### src/rtl/cache_evict_ctrl.sv
// cache_evict_ctrl: N-way set-associative miss controller (victim select, dirty writeback, line fill)
// Ports: miss_req/miss_ready/miss_addr accept a miss; tags/valid/dirty/plru describe the indexed set;
//   pmem_read/pmem_write/pmem_address/pmem_resp talk to the memory arbiter;
//   victim_way/load_line/done tell the datapath where and when to install the fetched line.
module cache_evict_ctrl #(
  parameter int WAYS = 4,
  parameter int ADDR_W = 16,
  parameter int TAG_W = 6,
  parameter int OFFSET_W = 5,
  localparam int IDX_W = ADDR_W - TAG_W - OFFSET_W,
  localparam int WAY_W = $clog2(WAYS)
) (
  input  logic                    clk,
  input  logic                    rst,
  input  logic                    miss_req,
  output logic                    miss_ready,
  input  logic [ADDR_W-1:0]       miss_addr,
  input  logic [WAYS*TAG_W-1:0]   tags,
  input  logic [WAYS-1:0]         valid,
  input  logic [WAYS-1:0]         dirty,
  input  logic [WAYS-2:0]         plru,
  output logic                    pmem_read,
  output logic                    pmem_write,
  output logic [ADDR_W-1:0]       pmem_address,
  input  logic                    pmem_resp,
  output logic [WAY_W-1:0]        victim_way,
  output logic                    load_line,
  output logic                    done
);
  typedef enum logic [1:0] {IDLE, WB, FILL, DONE} state_t;
  state_t state_q, state_d;
  logic [ADDR_W-OFFSET_W-1:0] line_q;
  logic [TAG_W-1:0] vtag_q;
  logic [WAY_W-1:0] victim_q, inv_way, lru_way, vict;
  logic inv_any, accept, wb;
  logic unused_offset;
  assign unused_offset = ^miss_addr[OFFSET_W-1:0];
  // lru_way accumulates the path bits MSB-first; at level l it holds the l-bit prefix,
  // so the heap node being visited is (2^l - 1) + prefix.
  always_comb begin
    inv_any = 1'b0;
    inv_way = '0;
    for (int w = WAYS - 1; w >= 0; w--)
      if (!valid[w]) begin
        inv_any = 1'b1;
        inv_way = WAY_W'(w);
      end
    lru_way = '0;
    for (int l = 0; l < WAY_W; l++)
      lru_way = (lru_way << 1) | WAY_W'(plru[WAY_W'((1 << l) - 1) + lru_way]);
  end
  assign vict = inv_any ? inv_way : lru_way;
  assign wb = valid[vict] & dirty[vict];
  assign accept = (state_q == IDLE) & miss_req;
  always_comb begin
    state_d = state_q;
    case (state_q)
      IDLE:    state_d = miss_req ? (wb ? WB : FILL) : IDLE;
      WB:      state_d = pmem_resp ? FILL : WB;
      FILL:    state_d = pmem_resp ? DONE : FILL;
      default: state_d = IDLE;
    endcase
  end
  always_ff @(posedge clk) begin
    if (rst) begin
      state_q <= IDLE;
      line_q <= '0;
      vtag_q <= '0;
      victim_q <= '0;
    end else begin
      state_q <= state_d;
      if (accept) begin
        line_q <= miss_addr[ADDR_W-1:OFFSET_W];
        vtag_q <= tags[vict*TAG_W +: TAG_W];
        victim_q <= vict;
      end
    end
  end
  assign miss_ready = state_q == IDLE;
  assign pmem_write = state_q == WB;
  assign pmem_read = state_q == FILL;
  // Writeback targets the victim's own line: its tag with the missed index.
  assign pmem_address = state_q == WB ? {vtag_q, line_q[IDX_W-1:0], {OFFSET_W{1'b0}}}
                      : state_q == FILL ? {line_q, {OFFSET_W{1'b0}}} : '0;
  assign load_line = (state_q == FILL) & pmem_resp;
  assign done = state_q == DONE;
  assign victim_way = victim_q;
endmodule

### config.mk
export PLATFORM = sky130hd
export DESIGN_NAME = cache_evict_ctrl
export DESIGN_NICKNAME = d
export VERILOG_FILES = /design/src/rtl/cache_evict_ctrl.sv
export SDC_FILE = /design/constraint.sdc
export NUM_CORES = 1
export LEC_CHECK = 0
export CAP_MARGIN = 20
export CORE_MARGIN = 3
export CORE_UTILIZATION = 40
export CTS_CLUSTER_SIZE = 30
export DETAILED_ROUTE_END_ITERATION = 10
export HOLD_SLACK_MARGIN = 0.03
export PLACE_DENSITY = 0.9
export RECOVER_POWER = 25
export SYNTH_ARGS = -nofsm -noshare
export SYNTH_HDL_FRONTEND = slang
export SYNTH_SLANG_ARGS = --single-unit
### constraint.sdc
create_clock -name clk -period 2.79 [get_ports clk]
set_input_delay 0.279 -clock clk [delete_from_list [all_inputs] [get_ports clk]]
set_output_delay 0.279 -clock clk [all_outputs]
set_load 0.01 [all_outputs]
==> results by group <==
Clocking
  – Clock root buffer: clkbuf_4
  – Hold buffer count at cts: 0
  – H-tree depth: 1
  – Post-CTS setup buffer count: 0
  – PostCTS Resize Cnt: 0
  – Bufs on Longest Clock Path: 2
  – CTS clk-pin slew, worst paths: 110 ps
  – Clock Sinks: 21
  – Clk_lat worst skew: 310 ps
  – CTS Buf Count: 3
  – CTS tree: done

Synthesis
  – Seq cells post-synth: 21
  – Synth cell count leaders: nand2_1, dfxtp_1, a21oi_1
  – Async set-reset flop share out of synthesis: 0%
  – Syn Inst Count: 166
  – Mean Syn Cell Area: 7.944 µm²
  – Distinct cells, synth: 34
  – Largest cells by area after synthesis: dfxtp_1, nand2_1, a22o_1
  – Synthesis Warnings: 0
  – Post-synthesis sequential area ratio: 31.88%
  – Synth area leader: dfxtp_1
  – EDFF count, synth: 0
  – Synth Flop Type: dfxtp_1
  – Synth top area share: 31.88%
  – Most frequent cell after synthesis: nand2_1
  – Post-Syn Area: 1319 µm²

Placement
  – GPL Wtd Cong: 0.8419
  – IO Port Bufs: 67
  – Dpl hpwl: 2805 µm
  – Area after DPL: 2007 µm²

Timing
  – Worst Skew: 5.413 ps
  – Setup Viol. Count Final: 0
  – Final Cycle Share: 80.59%
  – Final Max Tran Viols: 0
  – Worst slew pin tran: 528.6 ps
  – Tmin final: 2248 ps
  – TNS Setup: 0 ps
  – RSZ-0062 raised after global routing: no
  – Fmax: 444.7 MHz
  – Fin. Hold Viols: 0
  – Max_slew headroom: 64.60%

Pwr
  – Clk network pwr share: 19.3%
  – Sw Pwr: 0.2371 mW
  – Int Pwr: 0.5346 mW
  – Worst VDD drop: 0.0001555 V
  – Power share of the combinational group: 36.0%
  – Reg power frac: 44.7%
  – P_leak: 0.7618 nW
  – Switching Fraction: 30.72%
  – Pwr Density: 380.0 nW/µm²

Floorplan
  – Chip width: 63.42 µm
  – # rows: 20
  – Chip height: 63.42 µm
  – Die Footprint: 4022 µm²
  – Ports: 78
  – Core area: 3103 µm²
  – Initial core utilization: 42.50%

Detailed routing
  – Remaining DRCs: 0
  – DR iter-0 viols: 69
  – Drt pass-1 iters: 4
  – ANT nets after route: 0
  – Drt via density: 5.293
  – Via count: 1445
  – Routed len/inst: 12.66 µm
  – Final WL: 3457 µm

Finish
  – Nets: 285
  – Post-route cell area: 2031 µm²
  – Area grow syn2layout: 53.98%
  – Share of cells above drive strength 1: 6.550%
  – Core Util, Final: 65.44%
  – Ant. Diodes: 0

Critical path
  – Worst Path Max Fanout: 9
  – Req. time, crit path: 2510 ps
  – Crit path arrival time: 1970 ps
  – CP Launch Type: register
  – CP Capture Type: primary output
  – CP Class: register to primary output

Run status
  – Run status: completed

Global routing
  – Met2 usage: 30.12%
  – Most used routing layer: met2
  – Met1 usage: 23.69%
  – Largest net degree at the start of global routing: 18
  – Vias in the first global route: 1365
  – First-pass GRT wire length: 6051 µm
  – Total gr overflow: 0
  – Antenna violations before repair: 0
  – GRT Total Usage: 18.27%
  – M3 GR Usage: 2.317%

Run
  – # Max-Cap Violations: 0

Worst hold path
  – Worst hold path class: register to register
==> critical path, cell delays in order (launching register included) <==
cell and delay, ps:
dfxtp_1 380, inv_1 110, nor2_1 50, buf_4 160, or2_2 330, and2_1 160, clkdlybuf4s50_1 470
==> stage by stage <==
| stage | hold slack, ps | total power, mW | instances | worst slack [ps] |
|---|---|---|---|---|
| detailed placement | 443.8 | 0.6332 | 269 | 521.9 |
| CTS | 460.1 | 0.7797 | 273 | 520.8 |
| global route | 478.9 | 0.8159 | 273 | 440.7 |
| floorplan | 415.0 | 0.4934 | 170 | 1194 |
| finish | 455.4 | 0.7717 | 273 | 541.5 |
| global placement | 436.9 | 0.6266 | 269 | 526.6 |
==> cells in the final DEF (no fill, tap or decap), types with 2 or more instances in the layout <==
master | Yosys | final
a221o_1 | 6 | 6
mux2i_1 | 2 | 2
dfxtp_1 | 21 | 21
buf_4 | 5 | 5
a21oi_1 | 14 | 14
or3_1 | 2 | 2
nand2b_1 | 7 | 7
and2_1 | 6 | 6
nor3_1 | 3 | 3
clkdlybuf4s50_1 | 0 | 64
o2111ai_1 | 8 | 8
nand2_1 | 31 | 31
clkbuf_4 | 0 | 3
a31oi_1 | 8 | 8
nor2_1 | 4 | 4
nand4_1 | 6 | 6
conb_1 | 1 | 5
a22o_1 | 12 | 12
inv_1 | 4 | 4
dlygate4sd3_1 | 0 | 3
==> registers in the layout, indices dropped and copies added (netlist names) <==
signal	count
state_q	2
victim_way	2
line_q	11
vtag_q	6
==> power groups by stage <==
stage	logic (mW)	registers, mW	clock network, mW
2_1_floorplan	0.147	0.346	0
5_1_grt	0.305	0.349	0.161
3_5_place_dp	0.281	0.352	0
6_report	0.278	0.345	0.149
4_1_cts	0.282	0.345	0.153
3_3_place_gp	0.276	0.350	0
==> worst paths after layout <==
check / startpoint / to / slack [ps] / depth (start not counted)
max: state_q[1] / pmem_address[5] / 540 / 6
max reg2reg: state_q[1] / vtag_q[5] / 1170 / 4
min reg2reg: line_q[2] / line_q[2] / 460 / 2
min: line_q[2] / line_q[2] / 460 / 2
==> cells by family (layout without fill, tap and decap cells) <==
kind of cell,count (synthesis),in the layout,synth area share [%]
compound gates,53,53,29.98
simple gates,66,66,26.66
buf+inv,22,81,8.539
mux,3,3,2.656
flops,21,21,31.88
other cells,1,5,0.2844
==> per-layer routing <==
layer  up-vias  share of wire, %  wire, µm
met1       629                43      1485
met4         0               1.4        49
met5         -                 0         0
met2        77                47      1635
met3         4               8.3       287
li1        735                 -         -
==> area by class of cell <==
type	instances	area, µm²
fillers	272	1072
multi-input cells	127	800.8
repair buffers	73	711.9
flip-flops and latches	21	420.4
well taps	44	55.05
clock buffers	3	22.52
inverters	4	15.01
clock inverters	1	5.005
Power figures use the tool's default switching activity.
